### config.mk
export PLATFORM = sky130hd
export DESIGN_NAME = segment_history_flat
export DESIGN_NICKNAME = d
export VERILOG_FILES = /design/src/rtl/segment_history_pkg.sv /design/src/rtl/segment_history_if.sv /design/src/rtl/segment_history_seg_hist_stage.sv /design/src/rtl/segment_history.sv /design/src/flat_wrapper.sv
export SDC_FILE = /design/constraint.sdc
export NUM_CORES = 1
export LEC_CHECK = 0
export BUFFER_PORTS_ARGS = -buffer_cell sky130_fd_sc_hd__buf_4
export CORE_AREA = 5 5 476 478
export CTS_CLUSTER_SIZE = 28
export DETAILED_ROUTE_END_ITERATION = 10
export DIE_AREA = 0 0 481 483
export GPL_TIMING_DRIVEN = 0
export HOLD_SLACK_MARGIN = 0.08
export PLACE_DENSITY = 0.37
export SYNTH_ARGS = -nofsm -noshare
export SYNTH_HDL_FRONTEND = slang
export SYNTH_SLANG_ARGS = --single-unit
export TNS_END_PERCENT = 100
### constraint.sdc
create_clock -name clk -period 1.6 [get_ports clk]
set_input_delay 0.4 -clock clk [delete_from_list [all_inputs] [get_ports clk]]
set_output_delay 0.4 -clock clk [all_outputs]
set_load 0.01 [all_outputs]
### src/rtl/segment_history_pkg.sv
// segment_history_pkg: shared spbits widths and depths for the segment history slice
//   bw_fph/bw_th : phi/theta widths, seg_ch : segments per chamber,
//   max_drift    : BX history depth, cnt_w : cancel counter width
package segment_history_pkg;
    localparam int bw_fph    = 13;
    localparam int bw_th     = 7;
    localparam int seg_ch    = 2;
    localparam int max_drift = 3;
    localparam int cnt_w     = 16;
    // station 0 is the ME1/1 index and carries four theta values per chamber
    function automatic int default_zone_seg(input int station);
        return (station == 0) ? 4 : 2;
    endfunction
endpackage

### src/rtl/segment_history_if.sv
// segment_history_if: current-BX segment inputs, matcher feedback and history outputs
//   master drives flush, ph/ph_v/th/cpat inputs and m_* match feedback
//   slave  drives the ph/ph_v/th/cpat history and cancel_cnt
interface segment_history_if #(
    parameter int zone_cham = 6,
    parameter int zone_seg  = 2
);
    import segment_history_pkg::*;
    logic                flush;
    logic [bw_fph-1:0]   ph_in      [zone_cham][seg_ch];
    logic [seg_ch-1:0]   ph_v_in    [zone_cham];
    logic [bw_th-1:0]    th_in      [zone_cham][zone_seg];
    logic [3:0]          cpat_in    [zone_cham][seg_ch];
    logic [seg_ch-1:0]   m_vid;
    logic [1:0]          m_hid;
    logic [2:0]          m_cid;
    logic                m_sid;
    logic [bw_fph-1:0]   ph_seg_p   [max_drift][zone_cham][seg_ch];
    logic [seg_ch-1:0]   ph_seg_v_p [max_drift][zone_cham];
    logic [bw_th-1:0]    th_seg_p   [max_drift][zone_cham][zone_seg];
    logic [3:0]          cpat_seg_p [max_drift][zone_cham][seg_ch];
    logic [cnt_w-1:0]    cancel_cnt;
    modport master (
        output flush, ph_in, ph_v_in, th_in, cpat_in, m_vid, m_hid, m_cid, m_sid,
        input  ph_seg_p, ph_seg_v_p, th_seg_p, cpat_seg_p, cancel_cnt
    );
    modport slave (
        input  flush, ph_in, ph_v_in, th_in, cpat_in, m_vid, m_hid, m_cid, m_sid,
        output ph_seg_p, ph_seg_v_p, th_seg_p, cpat_seg_p, cancel_cnt
    );
endinterface

### src/rtl/segment_history_seg_hist_stage.sv
// seg_hist_stage: one BX depth of segment history with per-bit valid clear
//   clk, rst_n : clock, async active-low reset
//   flush      : zero all valid bits on load
//   *_d        : previous depth (or current BX) data, clr : valid bits to drop
//   *_q        : registered depth contents
module seg_hist_stage
    import segment_history_pkg::*;
#(
    parameter int zone_cham = 6,
    parameter int zone_seg  = 2
) (
    input  logic              clk,
    input  logic              rst_n,
    input  logic              flush,
    input  logic [bw_fph-1:0] ph_d   [zone_cham][seg_ch],
    input  logic [seg_ch-1:0] v_d    [zone_cham],
    input  logic [seg_ch-1:0] clr    [zone_cham],
    input  logic [bw_th-1:0]  th_d   [zone_cham][zone_seg],
    input  logic [3:0]        cpat_d [zone_cham][seg_ch],
    output logic [bw_fph-1:0] ph_q   [zone_cham][seg_ch],
    output logic [seg_ch-1:0] v_q    [zone_cham],
    output logic [bw_th-1:0]  th_q   [zone_cham][zone_seg],
    output logic [3:0]        cpat_q [zone_cham][seg_ch]
);
    always_ff @(posedge clk or negedge rst_n) begin
        if (!rst_n) begin
            ph_q   <= '{default: '0};
            v_q    <= '{default: '0};
            th_q   <= '{default: '0};
            cpat_q <= '{default: '0};
        end else begin
            ph_q   <= ph_d;
            th_q   <= th_d;
            cpat_q <= cpat_d;
            for (int c = 0; c < zone_cham; c++)
                v_q[c] <= flush ? '0 : v_d[c] & ~clr[c];
        end
    end
endmodule

### src/rtl/segment_history.sv
// segment_history: max_drift-deep BX history of segments with ghost cancellation
//   clk, rst_n : BX clock, async active-low reset
//   bus        : slave side of segment_history_if (inputs, match feedback, history)
module segment_history
    import segment_history_pkg::*;
#(
    parameter int station   = 1,
    parameter int zone_cham = 6,
    parameter int zone_seg  = default_zone_seg(station)
) (
    input  logic              clk,
    input  logic              rst_n,
    segment_history_if.slave  bus
);
    logic [bw_fph-1:0] ph_h   [max_drift][zone_cham][seg_ch];
    logic [bw_fph-1:0] ph_s   [max_drift][zone_cham][seg_ch];
    logic [seg_ch-1:0] v_h    [max_drift][zone_cham];
    logic [seg_ch-1:0] v_s    [max_drift][zone_cham];
    logic [seg_ch-1:0] clr    [max_drift][zone_cham];
    logic [bw_th-1:0]  th_h   [max_drift][zone_cham][zone_seg];
    logic [bw_th-1:0]  th_s   [max_drift][zone_cham][zone_seg];
    logic [3:0]        cpat_h [max_drift][zone_cham][seg_ch];
    logic [3:0]        cpat_s [max_drift][zone_cham][seg_ch];
    logic [cnt_w-1:0]  cnt;
    logic              legal;
    logic              hit;
    int                h;
    // The match names the pre-shift depth m_hid; after this edge that entry sits at m_hid+1,
    // so the clear is applied on the load into stage m_hid+1 and the hit test reads its source.
    always_comb begin
        h         = int'(bus.m_hid) + 1;
        legal     = |bus.m_vid && !bus.flush && h < max_drift && int'(bus.m_cid) < zone_cham;
        hit       = 1'b0;
        ph_s[0]   = bus.ph_in;
        v_s[0]    = bus.ph_v_in;
        th_s[0]   = bus.th_in;
        cpat_s[0] = bus.cpat_in;
        for (int d = 1; d < max_drift; d++) begin
            ph_s[d]   = ph_h[d-1];
            v_s[d]    = v_h[d-1];
            th_s[d]   = th_h[d-1];
            cpat_s[d] = cpat_h[d-1];
        end
        for (int d = 0; d < max_drift; d++)
            for (int c = 0; c < zone_cham; c++)
                for (int s = 0; s < seg_ch; s++) begin
                    clr[d][c][s] = legal && d == h && c == int'(bus.m_cid) && s == int'(bus.m_sid);
                    hit          = hit | (clr[d][c][s] & v_s[d][c][s]);
                end
    end
    for (genvar d = 0; d < max_drift; d++) begin : g_stage
        seg_hist_stage #(.zone_cham(zone_cham), .zone_seg(zone_seg)) u_stage (
            .clk    (clk),
            .rst_n  (rst_n),
            .flush  (bus.flush),
            .ph_d   (ph_s[d]),
            .v_d    (v_s[d]),
            .clr    (clr[d]),
            .th_d   (th_s[d]),
            .cpat_d (cpat_s[d]),
            .ph_q   (ph_h[d]),
            .v_q    (v_h[d]),
            .th_q   (th_h[d]),
            .cpat_q (cpat_h[d])
        );
    end
    always_ff @(posedge clk or negedge rst_n) begin
        if (!rst_n) cnt <= '0;
        else if (hit && cnt != '1) cnt <= cnt + 1'b1;
    end
    assign bus.ph_seg_p   = ph_h;
    assign bus.ph_seg_v_p = v_h;
    assign bus.th_seg_p   = th_h;
    assign bus.cpat_seg_p = cpat_h;
    assign bus.cancel_cnt = cnt;
endmodule

### src/flat_wrapper.sv
// flat-port wrapper written by rule: the top's interface ports become plain ports
module segment_history_flat import segment_history_pkg::*;
#(
    parameter int station   = 1,
    parameter int zone_cham = 6,
    parameter int zone_seg  = default_zone_seg(station)
)
  (clk, rst_n, bus_flush, bus_ph_in, bus_ph_v_in, bus_th_in, bus_cpat_in, bus_m_vid, bus_m_hid, bus_m_cid, bus_m_sid, bus_ph_seg_p, bus_ph_seg_v_p, bus_th_seg_p, bus_cpat_seg_p, bus_cancel_cnt);
  segment_history_if #(.zone_cham(zone_cham), .zone_seg(zone_seg)) bus_i ();
  input  logic clk;
  input  logic rst_n;
  input wire logic [$bits(bus_i.flush)-1:0] bus_flush;
  input wire logic [$bits(bus_i.ph_in)-1:0] bus_ph_in;
  input wire logic [$bits(bus_i.ph_v_in)-1:0] bus_ph_v_in;
  input wire logic [$bits(bus_i.th_in)-1:0] bus_th_in;
  input wire logic [$bits(bus_i.cpat_in)-1:0] bus_cpat_in;
  input wire logic [$bits(bus_i.m_vid)-1:0] bus_m_vid;
  input wire logic [$bits(bus_i.m_hid)-1:0] bus_m_hid;
  input wire logic [$bits(bus_i.m_cid)-1:0] bus_m_cid;
  input wire logic [$bits(bus_i.m_sid)-1:0] bus_m_sid;
  output wire logic [$bits(bus_i.ph_seg_p)-1:0] bus_ph_seg_p;
  output wire logic [$bits(bus_i.ph_seg_v_p)-1:0] bus_ph_seg_v_p;
  output wire logic [$bits(bus_i.th_seg_p)-1:0] bus_th_seg_p;
  output wire logic [$bits(bus_i.cpat_seg_p)-1:0] bus_cpat_seg_p;
  output wire logic [$bits(bus_i.cancel_cnt)-1:0] bus_cancel_cnt;
  assign bus_i.flush = bus_flush;
  assign bus_i.ph_in = {>>{bus_ph_in}};
  assign bus_i.ph_v_in = {>>{bus_ph_v_in}};
  assign bus_i.th_in = {>>{bus_th_in}};
  assign bus_i.cpat_in = {>>{bus_cpat_in}};
  assign bus_i.m_vid = bus_m_vid;
  assign bus_i.m_hid = bus_m_hid;
  assign bus_i.m_cid = bus_m_cid;
  assign bus_i.m_sid = bus_m_sid;
  assign bus_ph_seg_p = {>>{bus_i.ph_seg_p}};
  assign bus_ph_seg_v_p = {>>{bus_i.ph_seg_v_p}};
  assign bus_th_seg_p = {>>{bus_i.th_seg_p}};
  assign bus_cpat_seg_p = {>>{bus_i.cpat_seg_p}};
  assign bus_cancel_cnt = bus_i.cancel_cnt;
  segment_history #(.station(station), .zone_cham(zone_cham), .zone_seg(zone_seg)) u_core (.clk(clk), .rst_n(rst_n), .bus(bus_i));
endmodule
* Yosys cells after proc, flatten, opt, wreduce, memory -nomap -nowiden *
Cells that the tools add are included.

storage, ports and cells
  logic and storage cells = 330
  memories kept = 0
  RAM bits = 0
  ROM bits = 0
  latch bits = 0
  bits of input ports = 311
  output and inout bits = 916
  register bits = 916

cells by class
  $lt $le $gt $ge = 2
  mux-type cells = 18
  div/mod/pow operators = 0
  multipliers = 0
  equal/unequal tests = 8
  bitwise logic cells = 108
  add/sub/neg operators = 2
  reduce and logical (&&, ||, !) cells = 65
  shifts and indexed selects = 0

operator list
  cell                                                                   number
  1-bit logical AND                                                      61
  1-bit bitwise AND                                                      36
  2-bit bitwise AND                                                      18
  2-bit 2-to-1 mux                                                       18
  2-bit inverter                                                         18
  1-bit bitwise OR                                                       35
  2-bit by 32-bit == test with 1-bit output, first input constant        1
  3-bit by 32-bit == test with 1-bit output, first input constant        1
  32-bit logical NOT                                                     1
  32-bit by 3-bit < comparator with 1-bit output, second input constant  1
  16-bit by 1-bit adder with 16-bit output, second input constant        1
  16-bit inequality test, second input constant                          1
  3-bit == test, first input constant                                    4
  2-bit by 1-bit adder with 3-bit output, second input constant          1
  2-bit by 3-bit == test with 1-bit output, first input constant         1
  3-bit logical NOT                                                      1
  3-bit < comparator, second input constant                              1
  2-bit OR reduction                                                     1
  1-bit logical NOT                                                      1
  1-bit inverter                                                         1

* Logic depth before layout (Yosys ltp) *
  word-level depth = 44
  depth in mapped cells = 9
  mapped depth without buffers = 7

* Hierarchy *
From an unflattened synthesis, not the netlist that was laid out.

second synthesis, totals
  cells, all modules = 1104
  area total of the unflattened synthesis = 24368.4 um2

by module, submodules not included
  module           cells each  sequential area each (um2)  area each (um2)  instances
  seg_hist_stage   313         7507.2                      7658.6           3
  segment_history  165         400.4                       1392.6           1

* Worst setup path after synthesis *
No wires, ideal clock.

  kind = input to register
  from = in bus_m_sid
  to = reg u_core.cnt[1], in the netlist u_core.bus.cancel_cnt[1]
  library setup time = 125 ps
  stages = 7
  path buffers = 1
  arrival time = 1743 ps
  path slack = -268 ps
  data required time = 1475 ps
  path through = buf_6 -> mux2_4 -> a22oi_1 -> a2bb2oi_2 -> nand4_2 -> nand3_2 -> mux2_4

on the way
  longest elaborated chain between the ends = 39
  elaborated cells between the ends (all ways) = 109
  classes of those cells = 72 x bitwise; 37 x reduce/logical

RTL lines
  what                            line                   source
  from (decl)                     flat_wrapper.sv:20     input wire logic [$bits(bus_i.m_sid)-1:0] bus_m_sid;
  1-bit inverter                  segment_history.sv:47  clr[d][c][s] = legal && d == h && c == int'(bus.m_cid) && s == int'(bus.m_sid);
  1-bit logical AND               segment_history.sv:47
  1-bit bitwise AND               segment_history.sv:48  hit = hit | (clr[d][c][s] & v_s[d][c][s]);
  1-bit bitwise OR (34 in a row)  segment_history.sv:48
  1-bit bitwise OR *              segment_history.sv:48
  1-bit logical AND *             segment_history.sv:69  else if (hit && cnt != '1) cnt <= cnt + 1'b1;
  to (signal assigned)            segment_history.sv:69
  to (decl)                       segment_history.sv:24  logic [cnt_w-1:0] cnt;

Every way passes the cells marked *; elsewhere a longest branch is shown, timed or not.
A chain may end at the register's enable or synchronous reset.

* Worst setup path after layout *
  from = reg u_core.g_stage[0].u_stage.v_q[10] in the netlist's numbering
  to = reg u_core.cnt[1], in the netlist u_core.bus.cancel_cnt[1]

on the way
  longest elaborated chain between the ends = 26

RTL lines
  what                               line                                  source
  from (decl)                        segment_history_seg_hist_stage.sv:21  output logic [seg_ch-1:0] v_q [zone_cham],
  from (signal, indexed assignment)  segment_history_seg_hist_stage.sv:36  v_q[c] <= flush ? '0 : v_d[c] & ~clr[c];
  1-bit bitwise AND                  segment_history.sv:48
  1-bit bitwise OR (24 in a row)     segment_history.sv:48
  1-bit logical AND                  segment_history.sv:69

No other way between the ends.

==> reports/qor.txt <==
Max cap viols = 0
Final GP Congestion = 0.828
H-tree Lvls = 3
Critical path arrival = 2510 ps
CTS Sinks = 916
Worst rel slew slack = 40.1%
P_sw = 14.7 mW
Fin area = 50700 um2
Initial antenna violation count = 32
Starting Density = 10.9%
Commonest cells after routing, fill and taps aside = buf_6, dfrtp_1, buf_4
Count of state elements after synthesis = 916
Vias in the first global route = 19600
Clock Power Share = 45.1%
First-pass GRT wire length = 178 mm
Ranking of synthesized cells by area = dfrtp_1, xnor2_1, o311a_1, o211a_1, nor2b_1
CTS buffer count = 107
Clock latency on the worst-skew pair = 740 ps
NumNets Final = 3328
Layout Skew = 34.1 ps
Fillcell total = 23300
Largest net degree at the start of global routing = 113
Tot Pwr = 58.5 mW
CTS tree = built
Final wirelength = 136 mm
DR iter-0 viols = 544
Placed cell areas = 37400 um2
Crit path required time = 2180 ps
DR WL/cell = 22.3 um
Clk pin slew, worst setup/hold paths = 60 ps
Comb pwr share = 11.6%
Yosys top cell by area = dfrtp_1
Die Ht = 483 um
Crit-path max FO = 5
Yosys synthesis warning count = 0
Layout area overhead = 110%
Post-layout min period = 1930 ps
Yosys top cell area share = 94.8%
HP Class = in2async
Commonest non-fill, non-tap cell in the layout = buf_6
CORE AREA = 221000 um2
Mapped Cells = 1077
P_leak = 23.2 nW
RSZ-0062 raised after global routing = yes
Synth unique cells = 52
Worst setup EP type = flop
Most used DFF post-synth = dfrtp_1
Setup_tns = -49710 ps
Fin Hold WS = -137 ps
Final worst-path cycle share = 120%
FFs w/ async S/R, synth = 100%
Placed wire-length estimate = 107 mm
Layout cells sized above 1 = 59.8%
Worst Setup Path Type = reg2reg
Drt pass-1 iters = 6
Die area = 232000 um2
Placed Cells = 5285
Flop pwr share = 43.3%
Mapped Nets = 1389
Post-synth EDFFs = 0
Sequential fraction of the synthesis area = 94.8%
Avg Synthesized Cell Area = 22.4 um2
Routed via count = 17300
Endpoints failing hold = 45
# rows = 173
Slew @ Worst Pin = 892 ps
Mapped Area = 24200 um2
Final max-slew violation count = 0
Clock tree buffer depth = 3
Crit start category = flop
Post-route setup slack = -325 ps
Clock root cell = clkbuf_16
Total track usage = 11.2%
Io pins = 1227
Internal Pwr Total = 43.8 mW
Routed Antenna Nets = 0
Layout Cells excl Fill = 6094
Violated checks = hold timing, setup timing
Grt total ovfl = 0
Switching share of power = 25.1%
Status = finished, violations left
Setup WS pre-CTS = -1870 ps
Max Clock Freq = 519 MHz
PwrDens = 1150 nW/um2
IO buf count = 1224
Die outline width = 481 um
VDD IR max = 0.816 mV
Vias/cell = 2.84
Final design utilization = 22.9%
Final setup viols = 904
DRC = 0
## power groups by stage
stage | clock [mW] | combinational [mW] | sequential (mW)
after detailed placement | 0 | 4.73 | 25.7
after global placement | 0 | 4.68 | 25.7
after global routing | 28.5 | 7.25 | 25.5
after floorplan | 0 | 0.201 | 25.9
after CTS | 27.6 | 6.76 | 25.4
final | 26.4 | 6.76 | 25.3
## state kept, by name (all words and copies together) (netlist names)
| name | cells |
|---|---|
| u_core.bus.cancel_cnt | 16 |
| u_core.g_stage.u_stage.cpat_q | 144 |
| u_core.g_stage.u_stage.ph_q | 468 |
| u_core.g_stage.u_stage.v_q | 36 |
| u_core.g_stage.u_stage.th_q | 252 |
## what timing repair did
item	CTS	global route
endpoints found under the hold margin	613	93
buffers inserted	206	59
pin swaps	18	21
resized for setup	1035	37
setup endpoints to repair	1226	1129
hold buffers	312	9
cloned	6	6
## logic make-up after synthesis
family          after synthesis  share of synthesized area (%)
xor+xnor                     14                          0.507
mux                           9                          0.419
simple gates                 85                           2.20
compound gates               37                           1.49
fa+ha+maj                     1                         0.0518
flops                       916                           94.8
buf+inv                      15                          0.502
## layer usage
layer | track usage (%) | wire length (um)
met5 | 0.891 | 361
met4 | 4.03 | 4530
met3 | 7.23 | 20700
met2 | 18.3 | 64000
met1 | 11.4 | 46000
## synthesized netlist by cell type (2+ instances only)
master	instances
a21oi_1	2
and2_1	2
and3_1	10
and3_2	2
buf_6	5
clkbuf_1	3
clkbuf_4	2
clkbuf_8	2
dfrtp_1	916
inv_1	3
mux2_4	2
mux2i_1	6
nand2_1	12
nand2b_1	2
nand3_1	9
nand3b_1	3
nand4_1	6
nand4_2	3
nand4b_1	2
nor2_1	6
nor2b_1	12
nor3_1	5
nor3b_1	2
o211a_1	9
o311a_1	10
o311a_2	2
xnor2_1	14
## final timing paths
| path | from | endpoint | slack, ps | depth (start not counted) |
|---|---|---|---|---|
| max reg2reg | u_core.g_stage[0].u_stage.v_q[10]$_DFF_PN0_ | u_core.bus.cancel_cnt[1]$_DFFE_PN0P_ | -330 | 6 |
| min in group clk | bus_m_sid | u_core.g_stage[2].u_stage.v_q[1]$_DFF_PN0_ | 230 | 4 |
| min | rst_n | u_core.g_stage[1].u_stage.th_q[55]$_DFF_PN0_ | -140 | 4 |
| max | u_core.g_stage[0].u_stage.v_q[10]$_DFF_PN0_ | u_core.bus.cancel_cnt[1]$_DFFE_PN0P_ | -330 | 6 |
| min reg2reg | u_core.g_stage[0].u_stage.ph_q[87]$_DFF_PN0_ | u_core.g_stage[1].u_stage.ph_q[87]$_DFF_PN0_ | 380 | 0 |
| max in group asynchronous | rst_n | u_core.g_stage[1].u_stage.ph_q[6]$_DFF_PN0_ | 110 | 7 |
## final cells by class
class                   instances  area [um2]  share of cell area, %
diodes                         10        25.0                 0.0493
plain buffers                  12         118                  0.232
clock buffers                 139        3030                   5.97
clock inverters                63         823                   1.62
inverters                       3        11.3                 0.0222
multi-input cells             146        1340                   2.64
flip-flops and latches        916       23000                   45.4
well taps                    2975        3720                   7.34
repair buffers               1830       18600                   36.7
## critical path: stages, from the launching register on
cell and delay [ps]:
dfrtp_1 430, mux2_4 300, a22oi_2 180, a2bb2oi_2 220, nand4_4 200, nand3_4 160
mux2_4 300
(Power assumes the default switching activity.)
